### src/rtl/jtag_tap_ctrl.sv
// IEEE 1149.1-style TAP controller: 16-state FSM, instruction register, BYPASS/IDCODE
// and a bank of user data registers with parallel capture/update ports.
module jtag_tap_ctrl #(
   parameter int          IR_LEN      = 4,
   parameter int          NUM_USER_DR = 2,
   parameter int          USER_DR_W   = 16,
   parameter logic [31:0] IDCODE_VAL  = 32'h1234_5679
) (
   input  logic                               tck,
   input  logic                               trst,
   input  logic                               tms,
   input  logic                               tdi,
   output logic                               tdo,
   output logic                               tdo_en,
   output logic [3:0]                         tap_state,
   output logic [IR_LEN-1:0]                  ir_o,
   input  logic [NUM_USER_DR*USER_DR_W-1:0]   user_dr_i,
   output logic [NUM_USER_DR*USER_DR_W-1:0]   user_dr_o,
   output logic [NUM_USER_DR-1:0]             user_dr_upd
);

   typedef enum logic [3:0] {
      S_EX2DR = 4'h0,
      S_EX1DR = 4'h1,
      S_SHDR  = 4'h2,
      S_PAUDR = 4'h3,
      S_SELIR = 4'h4,
      S_UPDDR = 4'h5,
      S_CAPDR = 4'h6,
      S_SELDR = 4'h7,
      S_EX2IR = 4'h8,
      S_EX1IR = 4'h9,
      S_SHIR  = 4'hA,
      S_PAUIR = 4'hB,
      S_RTI   = 4'hC,
      S_UPDIR = 4'hD,
      S_CAPIR = 4'hE,
      S_TLR   = 4'hF
   } tap_state_t;

   localparam logic [IR_LEN-1:0] IR_IDCODE = IR_LEN'(1);

   tap_state_t               r_state;
   tap_state_t               w_next;
   logic [IR_LEN-1:0]        r_ir;
   logic [IR_LEN-1:0]        r_ir_shift;
   logic                     r_bypass;
   logic [31:0]              r_idcode_shift;
   logic                     r_tdo;
   logic                     r_tdo_en;
   logic                     w_sel_idcode;
   logic                     w_sel_bypass;
   logic [NUM_USER_DR-1:0]   w_sel_user;
   logic [NUM_USER_DR-1:0]   w_user_lsb;
   logic                     w_dr_lsb;

   assign tap_state = r_state;
   assign ir_o      = r_ir;
   assign tdo       = r_tdo;
   assign tdo_en    = r_tdo_en;

   always_ff @(posedge tck or posedge trst) begin
      if (trst) r_state <= S_TLR;
      else      r_state <= w_next;
   end

   always_comb begin
      w_next = r_state;
      unique case (r_state)
         S_TLR:   w_next = tms ? S_TLR   : S_RTI;
         S_RTI:   w_next = tms ? S_SELDR : S_RTI;
         S_SELDR: w_next = tms ? S_SELIR : S_CAPDR;
         S_CAPDR: w_next = tms ? S_EX1DR : S_SHDR;
         S_SHDR:  w_next = tms ? S_EX1DR : S_SHDR;
         S_EX1DR: w_next = tms ? S_UPDDR : S_PAUDR;
         S_PAUDR: w_next = tms ? S_EX2DR : S_PAUDR;
         S_EX2DR: w_next = tms ? S_UPDDR : S_SHDR;
         S_UPDDR: w_next = tms ? S_SELDR : S_RTI;
         S_SELIR: w_next = tms ? S_TLR   : S_CAPIR;
         S_CAPIR: w_next = tms ? S_EX1IR : S_SHIR;
         S_SHIR:  w_next = tms ? S_EX1IR : S_SHIR;
         S_EX1IR: w_next = tms ? S_UPDIR : S_PAUIR;
         S_PAUIR: w_next = tms ? S_EX2IR : S_PAUIR;
         S_EX2IR: w_next = tms ? S_UPDIR : S_SHIR;
         S_UPDIR: w_next = tms ? S_SELDR : S_RTI;
         default: w_next = S_TLR;
      endcase
   end

   // Anything that is neither IDCODE nor a user code (including all ones) selects BYPASS.
   assign w_sel_idcode = (r_ir == IR_IDCODE);
   assign w_sel_bypass = !w_sel_idcode && !(|w_sel_user);

   always_ff @(posedge tck or posedge trst) begin
      if (trst) begin
         r_ir       <= IR_IDCODE;
         r_ir_shift <= '0;
      end else begin
         case (r_state)
            S_TLR:   r_ir       <= IR_IDCODE;
            S_CAPIR: r_ir_shift <= IR_LEN'(1);
            S_SHIR:  r_ir_shift <= {tdi, r_ir_shift[IR_LEN-1:1]};
            S_UPDIR: r_ir       <= r_ir_shift;
            default: ;
         endcase
      end
   end

   always_ff @(posedge tck or posedge trst) begin
      if (trst) begin
         r_bypass       <= 1'b0;
         r_idcode_shift <= '0;
      end else if (r_state == S_CAPDR) begin
         if (w_sel_bypass) r_bypass       <= 1'b0;
         if (w_sel_idcode) r_idcode_shift <= IDCODE_VAL;
      end else if (r_state == S_SHDR) begin
         if (w_sel_bypass) r_bypass       <= tdi;
         if (w_sel_idcode) r_idcode_shift <= {tdi, r_idcode_shift[31:1]};
      end
   end

   generate
      for (genvar gi = 0; gi < NUM_USER_DR; gi++) begin : g_user
         logic [USER_DR_W-1:0] r_shift;
         logic [USER_DR_W-1:0] r_upd_val;
         logic                 r_upd_stb;

         assign w_sel_user[gi] = (r_ir == IR_LEN'(gi + 2));
         assign w_user_lsb[gi] = r_shift[0];
         assign user_dr_o[gi*USER_DR_W +: USER_DR_W] = r_upd_val;
         assign user_dr_upd[gi] = r_upd_stb;

         // Shift written arithmetically so a 1-bit register needs no special case.
         always_ff @(posedge tck or posedge trst) begin
            if (trst) begin
               r_shift <= '0;
            end else if (w_sel_user[gi]) begin
               if (r_state == S_CAPDR)
                  r_shift <= user_dr_i[gi*USER_DR_W +: USER_DR_W];
               else if (r_state == S_SHDR)
                  r_shift <= (r_shift >> 1) | (USER_DR_W'(tdi) << (USER_DR_W - 1));
            end
         end

         always_ff @(posedge tck or posedge trst) begin
            if (trst) begin
               r_upd_val <= '0;
               r_upd_stb <= 1'b0;
            end else begin
               r_upd_stb <= 1'b0;
               if (w_sel_user[gi] && r_state == S_UPDDR) begin
                  r_upd_val <= r_shift;
                  r_upd_stb <= 1'b1;
               end
            end
         end
      end
   endgenerate

   always_comb begin
      w_dr_lsb = 1'b0;
      if (w_sel_idcode)      w_dr_lsb = r_idcode_shift[0];
      else if (w_sel_bypass) w_dr_lsb = r_bypass;
      else                   w_dr_lsb = |(w_sel_user & w_user_lsb);
   end

   // tdo changes on the falling edge so the far end samples it cleanly on the next rise.
   always_ff @(negedge tck or posedge trst) begin
      if (trst) begin
         r_tdo    <= 1'b0;
         r_tdo_en <= 1'b0;
      end else if (r_state == S_SHDR) begin
         r_tdo    <= w_dr_lsb;
         r_tdo_en <= 1'b1;
      end else if (r_state == S_SHIR) begin
         r_tdo    <= r_ir_shift[0];
         r_tdo_en <= 1'b1;
      end else begin
         r_tdo    <= 1'b0;
         r_tdo_en <= 1'b0;
      end
   end

endmodule

### config.mk
export PLATFORM = sky130hd
export DESIGN_NAME = jtag_tap_ctrl
export DESIGN_NICKNAME = d
export VERILOG_FILES = /design/src/rtl/jtag_tap_ctrl.sv
export SDC_FILE = /design/constraint.sdc
export NUM_CORES = 1
export LEC_CHECK = 0
export BUFFER_PORTS_ARGS = -buffer_cell sky130_fd_sc_hd__buf_2
export CAP_MARGIN = 15
export CORE_ASPECT_RATIO = 0.6
export CORE_MARGIN = 4
export CORE_UTILIZATION = 40
export DETAILED_ROUTE_END_ITERATION = 10
export PLACE_DENSITY = 0.61
export SLEW_MARGIN = 30
export SYNTH_ARGS = -nofsm -noshare
export SYNTH_HDL_FRONTEND = slang
export SYNTH_SLANG_ARGS = --single-unit
### constraint.sdc
create_clock -name tck -period 3.8 [get_ports tck]
set_clock_uncertainty 0.15 [all_clocks]
set_input_delay 0.76 -clock tck [delete_from_list [all_inputs] [get_ports tck]]
set_output_delay 0.76 -clock tck [all_outputs]
set_load 0.005 [all_outputs]
### After elaboration in Yosys (flattened, before gate mapping)

Cells that the tools add are included.
W data, S select, Z words.

| word-level totals | value |
|---|---|
| flip-flop bits (word level) | 113 |
| input port bits | 36 |
| output and inout bits | 44 |
| word-level logic and storage cells | 91 |

| operators by class | value |
|---|---|
| equality and inequality tests | 22 |
| multiplexer cells | 35 |
| bitwise operators | 3 |
| reduce and logical (&&, ||, !) cells | 18 |

Operator list:

| operator | number |
|---|---|
| $mux W32 | 4 |
| $mux W16 | 4 |
| $pmux W4 S12 | 1 |
| $eq A4 B4 Y1 const B | 8 |
| $or A15 B16 Y16 | 2 |
| $eq A4 B2 Y1 const B | 4 |
| $eq A4 B3 Y1 const B | 4 |
| $pmux W4 S2 | 2 |
| $mux W1 | 13 |
| $mux W2 | 6 |
| $mux W3 | 4 |
| $eq A4 B1 Y1 const B | 2 |
| $ne A2 B2 Y1 const B | 4 |
| $reduce_or A2 Y1 | 4 |
| $reduce_and A3 Y1 | 2 |
| $reduce_bool A2 Y1 | 3 |
| $logic_not A4 Y1 | 1 |
| $mux W4 | 1 |
| $reduce_and A2 Y1 | 2 |
| $logic_and A1 B1 Y1 | 3 |
| $reduce_or A3 Y1 | 1 |
| $and A2 B2 Y2 | 1 |
| $logic_not A1 Y1 | 2 |

### Depth between registers and ports, before layout

| depth | value |
|---|---|
| word-level depth | 7 |
| gate-level depth with buffers | 7 |

==> summary.md <==
| Metric | Value |
|---|---|
| Number of synthesized flops with an enable pin | 0 |
| CP bufs+invs | 1 |
| Synth Register Bits | about 110 |
| Fillers | a little over 1000 |
| Ant. Diodes | 0 |
| Kind of cell adding the most delay to the critical path | flip-flops |
| Commonest non-fill, non-tap cells in the layout | dfrtp_1 (106), buf_2 (79), nand2_1 (62) |
| CTS Buf Count | 17 |
| Vias | about 3200 |
| Crit path largest cell delay | ~380 ps |
| Clk_lat worst skew | ~390 ps |
| Fin util | 0.514 |
| R2R Path Start | ir_o[3]$_DFFE_PP0P_ |
| Residual DRC | 0 |
| Rows | 30 |
| CTS root buf | clkbuf_16 |
| Worst Hold Class | reg2reg |
| Chip height | ~93 um |
| Gate count of the mapped netlist | approximately 430 |
| Critical Path Start | tdo_en$_DFF_NP0_ |
| Worst slew margin | 0.374 |
| Post-DRT Antenna Nets | 0 |
| Post-CTS resize count | 0 |
| Clock-pin slew on the worst setup and hold paths | 50 ps |
| First-pass GRT wire length | between 15 and 20 mm |
| DIE AREA | between 10000 and 15000 sq um |
| Total GRT Usage | 0.151 |
| Longest Clk Path Bufs | 2 |
| Most common cell after layout, fill and taps aside | dfrtp_1 |
| Outcome | completed |
| Synth Flop Type | dfrtp_1 |
| P_int | between 0.003 and 0.004 W |
| Ys Warns | 0 |
| DR WL/cell | approximately 14 um |
| Worst path arrival time | between 2000 and 3000 ps |
| P_sw | around 0.0014 W |
| Vias per cell | approximately 4.7 |
| Leakage | just under 3 nW |
| Max-Cap Viols | 0 |
| Crit-path max FO | 1 |
| R2R setup slack | 390 ps |
| P&R area growth vs syn | 23.1% |
| Core area | ~12000 sq um |
| Slew Limit Fails | 0 |
| PwrDens | 779 nW/um^2 |
| Router iterations before antenna repair | 4 |
| Sequential share of power | 0.402 |
| Slew @ Worst Pin | roughly 940 ps |
| Avg Inst Size Synth | ~11 sq um |
| DR iter-0 viols | approximately 150 |
| Worst Setup EP | tdo_en |
| Buffers on Ports | 79 |
| Sum Neg Setup Slack | 0 ps |
| Share of cells above drive strength 1 | 0.304 |
| Crit. End Element | output port |
| Distinct cells, synth | 35 |
| Top cell type's share of synthesized area | 0.551 |
| Final setup vio count | 0 |
| Starting Density | 0.417 |
| R2R cell count | 4 |
| H-tree lvl count | 4 |
| I/O pin count | 80 |
| Register area share after synthesis | 0.589 |
| Initial antenna violation count | 0 |
| Sw frac | 0.295 |
| CP Launch Type | register |
| Crit. path cell count | 1 |
| Post-synth top area cell | dfrtp_1 |
| R2R Path End | tdo$_DFF_NP0_ |
| GRT overflow | 0 |
| Data required, critical path | between 2000 and 3000 ps |
| Hold buffer count at cts | 0 |
| Cells along the critical path | buf_2 |
| Final nets | 542 |
| Logic pwr share | 0.234 |
| Syn Std Cell Area | 4810 sq um |
| CTS tree | done |
| GPL Wtd Cong | 0.815 |
| Number of global-route vias before repair | between 3000 and 4000 |
| Hold Fails Final Rpt | 0 |
| Ranking of synthesized cells by area | dfrtp_1 (55%), mux2i_1 (6.7%), o21ai_0 (6.0%) |
| Peak supply drop | approximately 0.36 mV |
| Clock share of power | 0.363 |
| DRT Wirelength | between 9 and 10 mm |
| Largest net degree at the start of global routing | 76 |
| Hpwl dp | around 6.5 mm |
| Syn nets | around 470 |
| Crit path kind | reg2out |
| Die Width | 150 um |
| Worst path slowest cell | dfrtn_1 |
| Post-synth ARST share | 1.00 |
| Clk sink count | ~110 |
| Cell Count Post-Placement | between 600 and 700 |
| # Post-CTS Setup Buffers | 0 |
| Fin cells | a little under 700 |
| Unrepaired setup endpoints after global routing | false |
## worst reg2reg max path, stage by stage (launching register included)
cell      delay, ps
dfrtp_1         430
nor2_1          220
o21ai_0         160
a221o_1         380
a21boi_0        170
## flip-flops by register name, summed over array words and instances, names as in the netlist
name	cells
g_user.r_shift	32
g_user.r_upd_stb	2
g_user.r_upd_val	32
ir_o	4
r_bypass	1
r_idcode_shift	32
r_ir_shift	4
tap_state	4
tdo	1
tdo_en	1
## cell families (layout without fill, tap and decap cells)
kind of cell    Yosys count  after routing  synth area share
buf+inv                  37            123            0.0390
simple gates            132            132             0.128
flops                   113            113             0.589
compound gates           87             87            0.0949
mux                      64             64             0.149
## metal layers
metal  up-vias  global-route usage  wire length [um]
li1       1608                   -                 -
met1      1519               0.213              4980
met2        66               0.208              4070
met3         6              0.0592               680
met4         0              0.0571                64
met5         -                   0                 0
## how the worst min path moves through the flow
stage	to	slack [ps]	start	cells after the start
floorplan	r_idcode_shift[29]$_DFFE_PP0P_	300	r_idcode_shift[29]$_DFFE_PP0P_	2
global placement	r_idcode_shift[21]$_DFFE_PP0P_	310	r_idcode_shift[21]$_DFFE_PP0P_	2
detailed placement	r_idcode_shift[6]$_DFFE_PP0P_	320	r_idcode_shift[6]$_DFFE_PP0P_	2
CTS	r_idcode_shift[6]$_DFFE_PP0P_	330	r_idcode_shift[6]$_DFFE_PP0P_	2
global route	r_idcode_shift[1]$_DFFE_PP0P_	350	r_idcode_shift[1]$_DFFE_PP0P_	2
finish	r_idcode_shift[21]$_DFFE_PP0P_	330	r_idcode_shift[21]$_DFFE_PP0P_	2
## power groups by stage
stage	Combinational, W	Clock (W)	Sequential, W
global placement	0.00107	0	0.00185
global route	0.00124	0.00177	0.00192
detailed placement	0.00110	0	0.00187
floorplan	0.000814	0	0.00179
finish	0.00108	0.00168	0.00186
CTS	0.00110	0.00171	0.00186
## stage by stage
step                      power (W)  area, sq um  setup WS [ps]  hold WS [ps]
after floorplan             0.00261         4810           -277           301
after global placement      0.00292         5290            473           313
after detailed placement    0.00297         5290            398           321
after CTS                   0.00467         5920            108           333
after global routing        0.00492         5920           98.2           353
final                       0.00461         5920            132           325
## cell usage after synthesis (7+ instances only)
cell / n
a21oi_1: 22
buf_2: 8
nand2b_1: 24
o21ai_0: 58
nand2_1: 62
dfrtp_1: 106
mux2_4: 9
mux2_2: 23
mux2i_1: 32
inv_1: 7
clkbuf_1: 15
nor2_1: 33
## area by class of cell
type	instances	area (sq um)	area share
Clock buffer	22	474	0.0801
Clock inverter	10	156	0.0264
Inverter	7	30.0	0.00507
Multi-Input combinational cell	283	1800	0.303
Sequential cell	113	2830	0.478
Tap cell	160	200	0.0338
Timing Repair Buffer	84	433	0.0731
Power figures use the tool's default switching activity.
